<file path="src/rtl/snake_move_ctrl.sv">
// Snake game movement controller: steps the head across an 8x8 grid every
// TICK_DIV cycles, buffers one direction request, and stops at a wall.
module snake_move_ctrl #(
    parameter int         TICK_DIV  = 4,
    parameter logic [5:0] INIT_HEAD = 6'b011_011
) (
    input  logic       clock,
    input  logic       reset,
    input  logic       start,
    input  logic       pause,
    input  logic       btn_valid,
    input  logic [1:0] btn_dir,
    output logic [5:0] head,
    output logic [1:0] direction,
    output logic       move_pulse,
    output logic       colide,
    output logic [1:0] state,
    output logic [7:0] moves
);

    typedef enum logic [1:0] {
        IDLE  = 2'b00,
        RUN   = 2'b01,
        PAUSE = 2'b10,
        OVER  = 2'b11
    } state_t;

    localparam logic [1:0] DIR_RIGHT = 2'b00;
    localparam logic [1:0] DIR_DOWN  = 2'b01;
    localparam logic [1:0] DIR_LEFT  = 2'b10;
    localparam logic [1:0] DIR_UP    = 2'b11;
    localparam logic [7:0] LAST_TICK = 8'(TICK_DIV - 1);

    state_t     state_q, state_d;
    logic [5:0] head_d;
    logic [1:0] dir_d;
    logic [1:0] pend_q, pend_d;
    logic [7:0] tick_q, tick_d;
    logic [7:0] moves_d;
    logic       pulse_d;

    logic [2:0] row, col;
    logic       wall_hit;
    logic [5:0] stepped;

    assign row   = head[5:3];
    assign col   = head[2:0];
    assign state = state_q;

    // The candidate position may wrap, but it is only used when no wall is hit.
    always_comb begin
        wall_hit = 1'b0;
        stepped  = head;
        case (pend_q)
            DIR_RIGHT: begin wall_hit = (col == 3'd7); stepped = {row, col + 3'd1}; end
            DIR_DOWN:  begin wall_hit = (row == 3'd7); stepped = {row + 3'd1, col}; end
            DIR_LEFT:  begin wall_hit = (col == 3'd0); stepped = {row, col - 3'd1}; end
            DIR_UP:    begin wall_hit = (row == 3'd0); stepped = {row - 3'd1, col}; end
            default:   ;
        endcase
    end

    always_comb begin
        // NOTE: every variable gets a default first so no latch is inferred.
        state_d = state_q;
        head_d  = head;
        dir_d   = direction;
        pend_d  = pend_q;
        tick_d  = tick_q;
        moves_d = moves;
        pulse_d = 1'b0;

        case (state_q)
            IDLE: begin
                head_d  = INIT_HEAD;
                dir_d   = DIR_RIGHT;
                pend_d  = DIR_RIGHT;
                tick_d  = 8'd0;
                moves_d = 8'd0;
                if (start) state_d = RUN;
            end
            RUN: begin
                if (tick_q == LAST_TICK) begin
                    tick_d = 8'd0;
                    dir_d  = pend_q;
                    if (wall_hit) begin
                        state_d = OVER;
                    end else begin
                        head_d  = stepped;
                        pulse_d = 1'b1;
                        moves_d = moves + 8'd1;
                        if (pause) state_d = PAUSE;
                    end
                end else if (pause) begin
                    state_d = PAUSE;
                end else begin
                    tick_d = tick_q + 8'd1;
                end
                // Reversal is judged against the direction in force after this cycle's commit.
                if (btn_valid && (btn_dir != (dir_d ^ 2'b10))) pend_d = btn_dir;
            end
            PAUSE: begin
                if (pause) state_d = RUN;
            end
            OVER: begin
                if (start) begin
                    state_d = IDLE;
                    head_d  = INIT_HEAD;
                    dir_d   = DIR_RIGHT;
                    pend_d  = DIR_RIGHT;
                    tick_d  = 8'd0;
                    moves_d = 8'd0;
                end
            end
            default: state_d = IDLE;
        endcase
    end

    // NOTE: sequential state uses non-blocking assignments only.
    always_ff @(posedge clock) begin
        if (reset) begin
            state_q    <= IDLE;
            head       <= INIT_HEAD;
            direction  <= DIR_RIGHT;
            pend_q     <= DIR_RIGHT;
            tick_q     <= 8'd0;
            moves      <= 8'd0;
            move_pulse <= 1'b0;
            colide     <= 1'b0;
        end else begin
            state_q    <= state_d;
            head       <= head_d;
            direction  <= dir_d;
            pend_q     <= pend_d;
            tick_q     <= tick_d;
            moves      <= moves_d;
            move_pulse <= pulse_d;
            colide     <= (state_d == OVER);
        end
    end

endmodule

</file>
<file path="config.mk">
export PLATFORM = sky130hd
export DESIGN_NAME = snake_move_ctrl
export DESIGN_NICKNAME = d
export VERILOG_FILES = /design/src/rtl/snake_move_ctrl.sv
export SDC_FILE = /design/constraint.sdc
export NUM_CORES = 1
export LEC_CHECK = 0
export CORE_MARGIN = 8
export CORE_UTILIZATION = 54
export DETAILED_ROUTE_END_ITERATION = 16
export PLACE_DENSITY_LB_ADDON = 0.15
export SYNTH_ARGS = -nofsm -noshare
export SYNTH_HDL_FRONTEND = slang
export SYNTH_SLANG_ARGS = --single-unit
</file>
<file path="constraint.sdc">
create_clock -name clock -period 2.7 [get_ports clock]
set_clock_uncertainty 0.1 [all_clocks]
set_input_delay 0.27 -clock clock [delete_from_list [all_inputs] [get_ports clock]]
set_output_delay 0.27 -clock clock [all_outputs]
set_load 0.01 [all_outputs]
</file>
==> summary.md, run 1 <==
| Metric | Value |
|---|---|
| Status | completed |
| CTS max path bufs | 2 |
| Hold buffer count at CTS | 0 |
| Fmax | 0.410 GHz |
| R2r worst-path depth | 6 |
| Drt drc | 0 |
| Total wire length | 4.59 mm |
| Final worst-path cycle share | 90.4% |
| Primary FF master, synth | dfxtp_1 |
| Worst skew pair latency | 0.35 ns |
| Fill cells | 289 |
| Slowest CP cell | or4b_4 |
| Synth Instances | 230 |
| Core ar. | 0.00334 sq mm |
| Post CTS Setup Buffer Count | 0 |
| Ant diodes | 0 |
| Share of layout cells above drive strength 1 | 8.43% |
| CP Class | flip-flop to flip-flop |
| Syn_nets | 245 |
| Commonest non-fill, non-tap cells in the layout | dfxtp_1 (30), clkdlybuf4s50_1 (26), nand2_1 (23) |
| Max Cap Viol | 0 |
| Clk slew on worst S/H paths | 0.11 ns |
| Final min period | 2.44 ns |
| Hold Path End | tick_q[1] |
| Placer Congestion | 0.856 |
| Register area share after synthesis | 32.2% |
| Total Power | 955 uW |
| Root Driver | clkbuf_4 |
| FF+latch area | 601 sq um |
| CP Launch Type | flip-flop |
| R2R Setup Slk | 0.26 ns |
| CTS sink cnt | 30 |
| Die area | 0.00559 sq mm |
| Synth-to-Final Area Change | 21.8% |
| Chip width | 74.8 um |
| RSZ-0062 raised after global routing | no |
| Asr flop ratio synth | 0% |
| Commonest non-fill, non-tap cell in the layout | dfxtp_1 |
| Worst-margin pin slew | 0.536 ns |
| First-pass GRT wire length | 7.87 mm |
| Initial antenna violation count | 0 |
| PostCTS Resize Cnt | 0 |
| Hold_sp | tick_q[1] |
| DRT iter0 DRCs | 252 |
| Max stage delay on crit path | 0.54 ns |
| Avg Vias per Cell | 5.97 |
| Lkg Pwr | 0.000766 uW |
| Vias in the first global route | 1644 |
| Post-detail-place hpwl | 3.36 mm |
| Post-Syn Area | 0.00187 sq mm |
| Via count | 1834 |
| Final net count | 275 |
| Ys Warns | 0 |
| CP top delay family | simple AND/OR/NAND/NOR gates |
| EDFF count, synth | 0 |
| CTS tree | done |
| Worst hold stages | 2 |
| Data arrival time of the worst path | 2.59 ns |
| Number of synthesized register bits | 30 |
| Min Hold Slack | 0.398 ns |
| Reg-to-Reg End | head[0] |
| Area of the multi-input gates | 0.00117 sq mm |
| Inserted Clock Buffers | 5 |
| HP Class | flip-flop to flip-flop |
| Starting Density | 55.9% |
| Global route overflow | 0 |
| Worst path bufs/invs | 0 |
| Critical Path Fanout Max | 14 |
| Largest net degree at the start of global routing | 17 |
| H-tree depth | 2 |
| PD cells | 420 mW/mm^2 |
| Final-report hold violation count | 0 |
| Syn Area/Cell | 8.11 sq um |
| Max-slew violations | 0 |
| Worst path cell trace | ha_1 -> or4b_4 -> nor2_8 -> o21ai_2 -> or2_0 -> o311a_1 |
| Unique masters post-synth | 51 |
| Critical path capture point type | flip-flop |
| Std cell rows | 21 |
| Wirelength per Cell | 15.0 um |
| Die height | 74.8 um |
| Ports | 27 |
| IO buf count | 26 |
| First-pass DRT Iterations | 4 |
| Final ANT Viol Nets | 0 |
| Total GRT Usage | 18.0% |
| Worst slew margin | 64.2% |
| Worst R2R Start | tick_q[0] |
| WP data required | 2.85 ns |
| Final setup vio count | 0 |
| TNS Setup | 0 ns |
| Peak supply drop | 0.296 mV |
## metrics by stage
step	instance area (sq um)	setup slack (ns)	instances	util (%)
after CTS	2270	0.261	307	68.1
after global placement	2190	0.330	299	65.8
after detailed placement	2190	0.277	299	65.8
final	2270	0.260	307	68.1
after floorplan	1870	0.467	230	-
after global routing	2270	0.123	307	68.1
## worst register-to-register path: cells and delay by family (launching register included)
kind            cells  cell delay, ns
fa+ha+maj           1            0.24
flops               1            0.39
compound gates      2            0.51
simple gates        3            1.12
## how the worst max path moves through the flow
stage / startpoint / endpoint / slack, ns / cells after the start
detailed placement: tick_q[0] / head[0] / 0.28 / 6
global placement: tick_q[0] / head[0] / 0.33 / 6
finish: tick_q[0] / head[0] / 0.26 / 6
floorplan: tick_q[0] / head[5] / 0.47 / 7
global route: tick_q[0] / head[0] / 0.12 / 6
CTS: tick_q[0] / head[0] / 0.26 / 6
## cell usage after synthesis, types with 2 or more instances
cell type | count | area share [%]
nand2b_1 | 10 | 3.4
nor2_1 | 19 | 3.8
o32ai_1 | 2 | 0.94
a22oi_1 | 3 | 1.2
a31oi_1 | 9 | 3.0
o22ai_1 | 2 | 0.67
nor3_1 | 4 | 1.1
o32a_1 | 2 | 1.1
a211o_1 | 2 | 0.94
dfxtp_1 | 30 | 32
o311ai_0 | 2 | 0.94
nand4_1 | 4 | 1.3
or3_1 | 3 | 1.0
nand3_1 | 13 | 3.5
o211ai_1 | 7 | 2.8
o21ai_0 | 6 | 1.6
nand2_1 | 23 | 4.6
nor4b_1 | 2 | 0.94
o2111ai_1 | 4 | 1.9
and2_1 | 2 | 0.67
clkbuf_1 | 10 | 2.0
nor2b_1 | 4 | 1.3
inv_1 | 11 | 2.2
o31ai_1 | 2 | 0.80
fa_1 | 2 | 2.1
a21oi_1 | 8 | 2.1
xor2_1 | 5 | 2.3
nor4_1 | 3 | 1.0
and3_1 | 3 | 1.0
ha_1 | 6 | 4.0
nand4b_1 | 2 | 0.94
a211oi_1 | 2 | 0.80
or4_1 | 3 | 1.2
xnor2_1 | 3 | 1.4
## layout make-up
type	count	share of cell area, %
sequential	30	26.4
timing repair buffer	34	14.1
clock buffer	5	1.65
tap	46	2.53
multi-input combinational	178	51.7
clock inverter	3	1.76
inverter	11	1.82
## kinds of logic (layout without fill, tap and decap cells)
kind of cell	Yosys count	count (layout)	share of synthesized area (%)
adders and majority gates	8	8	6.17
AOI/OAI and AO/OA	57	57	21.6
buffers and inverters	22	53	4.83
DFF	30	30	32.2
xor gates and xnor gates	8	8	3.76
muxes	1	1	0.604
and+or+nand+nor	104	104	30.9
## state kept, by name, summed over array words and instances (netlist names)
name / cells
moves: 8
tick_q: 8
head: 6
direction: 2
pend_q: 2
state: 2
colide: 1
move_pulse: 1
## layer usage
| metal | vias up | GRT usage (%) | wire length (um) |
|---|---|---|---|
| li1 | 915 | - | - |
| met1 | 841 | 24.8 | 2150 |
| met2 | 70 | 26.0 | 2020 |
| met3 | 8 | 4.93 | 352 |
| met4 | 0 | 6.52 | 72 |
| met5 | - | 0 | 0 |
## report_power, final
group | internal [uW] | switching [uW] | leakage (uW) | total, uW
Combinational | 54.2 | 86.8 | 0.000478 | 141
Clock | 192 | 168 | 0.0000450 | 359
Sequential | 448 | 7.42 | 0.000242 | 455
Total | 693 | 262 | 0.000766 | 955
(Power assumes the default switching activity.)
==> run 2, diff against run 1 <==
--- a/config.mk
+++ b/config.mk
@@ -5,8 +5,10 @@
 export SDC_FILE = /design/constraint.sdc
 export NUM_CORES = 1
 export LEC_CHECK = 0
+export CELL_PAD_IN_SITES_DETAIL_PLACEMENT = 2
+export CELL_PAD_IN_SITES_GLOBAL_PLACEMENT = 2
 export CORE_MARGIN = 8
-export CORE_UTILIZATION = 54
+export CORE_UTILIZATION = 32
 export DETAILED_ROUTE_END_ITERATION = 16
 export PLACE_DENSITY_LB_ADDON = 0.15
 export SYNTH_ARGS = -nofsm -noshare
==> summary.md, run 2 (synthesized netlist as in run 1, its figures left out) <==
| Metric | Value |
|---|---|
| Worst R2R Start | tick_q[0] |
| Share of layout cells above drive strength 1 | 8.40% (-0.032 points) |
| Critical Path Fanout Max | 16 (+2) |
| Worst skew pair latency | 0.28 ns (-0.07 ns) |
| Synth-to-Final Area Change | 24.7% |
| RSZ-0062 raised after global routing | no |
| CTS max path bufs | 2 (unchanged) |
| DRT iter0 DRCs | 28 (-89%) |
| WP data required | 2.77 ns (-0.08 ns) |
| Final setup vio count | 0 (unchanged) |
| Global route overflow | 0 (unchanged) |
| HP Class | flip-flop to flip-flop |
| TNS Setup | 0 ns (unchanged) |
| Max-slew violations | 0 (unchanged) |
| Post-detail-place hpwl | 4.43 mm (+32%) |
| Finished Layout Cells | 337 (+9.8%) |
| Ports | 27 (unchanged) |
| Clk slew on worst S/H paths | 0.06 ns (-0.05 ns) |
| R2R Setup Slk | 0.19 ns (-0.07 ns) |
| Worst hold stages | 2 (unchanged) |
| Final worst-path cycle share | 92.8% (+2.4 points) |
| Starting Density | 32.3% (-24 points) |
| Post-route cell area | 0.00233 sq mm (+2.4%) |
| Root Driver | clkbuf_8 |
| Hold buffer count at CTS | 0 (unchanged) |
| IO buf count | 26 (unchanged) |
| Commonest non-fill, non-tap cell in the layout | dfxtp_1 |
| Core ar. | 0.00578 sq mm (+73%) |
| Status | completed |
| Area of the multi-input gates | 0.00118 sq mm (+0.43%) |
| Die height | 92.4 um (+24%) |
| Reg-to-Reg End | head[0] |
| CP Launch Type | flip-flop |
| Wirelength per Cell | 17.7 um (+18%) |
| Placed instance area | 0.00225 sq mm (+2.3%) |
| Std cell rows | 28 (+33%) |
| Ant diodes | 0 (unchanged) |
| Dpl cells | 330 (+10%) |
| Slowest CP cell | or4b_4 |
| Die area | 0.00853 sq mm (+53%) |
| Lkg Pwr | 0.000773 uW (+0.95%) |
| Final min period | 2.51 ns (+0.0661 ns) |
| Chip width | 92.4 um (+24%) |
| Worst slew margin | 57.4% (-6.8 points) |
| Worst path cell trace | ha_1 -> or4b_4 -> nor2_8 -> o21ai_2 -> or2_0 -> o311a_1 |
| Post CTS Setup Buffer Count | 0 (unchanged) |
| Hold Path End | tick_q[1] |
| PD cells | 411 mW/mm^2 (-2.3%) |
| Top flop regs | moves (8), tick_q (8), head (6) |
| Max Cap Viol | 0 (unchanged) |
| Vias in the first global route | 2010 (+22%) |
| Max stage delay on crit path | 0.54 ns (about the same) |
| Commonest non-fill, non-tap cells in the layout | dfxtp_1 (30), clkdlybuf4s50_1 (26), nand2_1 (23) |
| Inserted Clock Buffers | 5 (unchanged) |
| H-tree depth | 2 (unchanged) |
| CTS tree | done |
| Data arrival time of the worst path | 2.58 ns (about the same) |
| Via count | 1841 (+0.38%) |
| Min Hold Slack | 0.411 ns (+0.0132 ns) |
| Initial antenna violation count | 0 (unchanged) |
| Fmax | 0.399 GHz (-2.6%) |
| Final net count | 277 (+0.73%) |
| FF+latch area | 601 sq um (unchanged) |
| Peak supply drop | 0.215 mV (-27%) |
| Hold_sp | tick_q[1] |
| Avg Vias per Cell | 5.46 (-8.6%) |
| Worst-margin pin slew | 0.632 ns (+0.0969 ns) |
| CP Class | flip-flop to flip-flop |
| Final-report hold violation count | 0 (unchanged) |
| First-pass GRT wire length | 10.1 mm (+29%) |
| First-pass DRT Iterations | 3 (-1) |
| Drt drc | 0 (unchanged) |
| Final ANT Viol Nets | 0 (unchanged) |
| R2r worst-path depth | 6 (unchanged) |
| Largest net degree at the start of global routing | 24 (+7) |
| Total wire length | 5.95 mm (+30%) |
| Total GRT Usage | 14.7% (-3.3 points) |
| Placer Congestion | 0.770 (-10%) |
| Fill cells | 670 (+130%) |
| Critical path capture point type | flip-flop |
| CTS sink cnt | 30 (unchanged) |
-- run 2: how the worst max path moves through the flow --
stage,startpoint,endpoint,slack (ns),cells past startpoint
CTS,pend_q[0],head[0],0.19,5
floorplan,tick_q[0],head[5],0.47,7
global placement,pend_q[0],head[0],0.22,5
detailed placement,pend_q[0],head[0],0.20,5
global route,tick_q[0],head[0],0.02,6
finish,tick_q[0],head[0],0.19,6
-- run 2: timing repair --
item                       CTS  global route
hold endpoints to repair     0             0
setup endpoints to repair    0             1
resized for setup            0             1
-- run 2: worst max-delay path, delay by kind of cell (launching register included) --
kind                       cells  cell delay [ns]
AOI/OAI and AO/OA              2             0.53
adders and majority gates      1             0.25
DFF                            1             0.39
and+or+nand+nor                3             1.13
-- run 2: cell type report --
class | instances | share of cell area (%)
multi-input combinational | 178 | 50.7
sequential | 30 | 25.8
timing repair buffer | 36 | 14.4
tap | 75 | 4.03
clock buffer | 7 | 3.28
inverter | 11 | 1.77
-- run 2: metrics by stage --
stage	worst slack, ns	power (uW)	utilization, %
finish	0.194	956	40.3
global route	0.0243	1010	40.3
CTS	0.186	970	40.2
detailed placement	0.204	621	38.9
global placement	0.225	618	38.9
floorplan	0.467	553	-
-- run 2: metal layers --
| metal | share of wire (%) | GRT usage [%] |
|---|---|---|
| met5 | 0 | 0 |
| met4 | 1.2 | 4.43 |
| met3 | 2.5 | 2.59 |
| met2 | 48 | 25.0 |
| met1 | 48 | 18.5 |
-- run 2: power breakdown --
part           switching [uW]  internal [uW]  total, uW  leakage (uW)
sequential               7.97            448        456      0.000242
clock                     170            177        347     0.0000383
combinational            96.3           56.4        153      0.000492
total                     274            682        956      0.000773
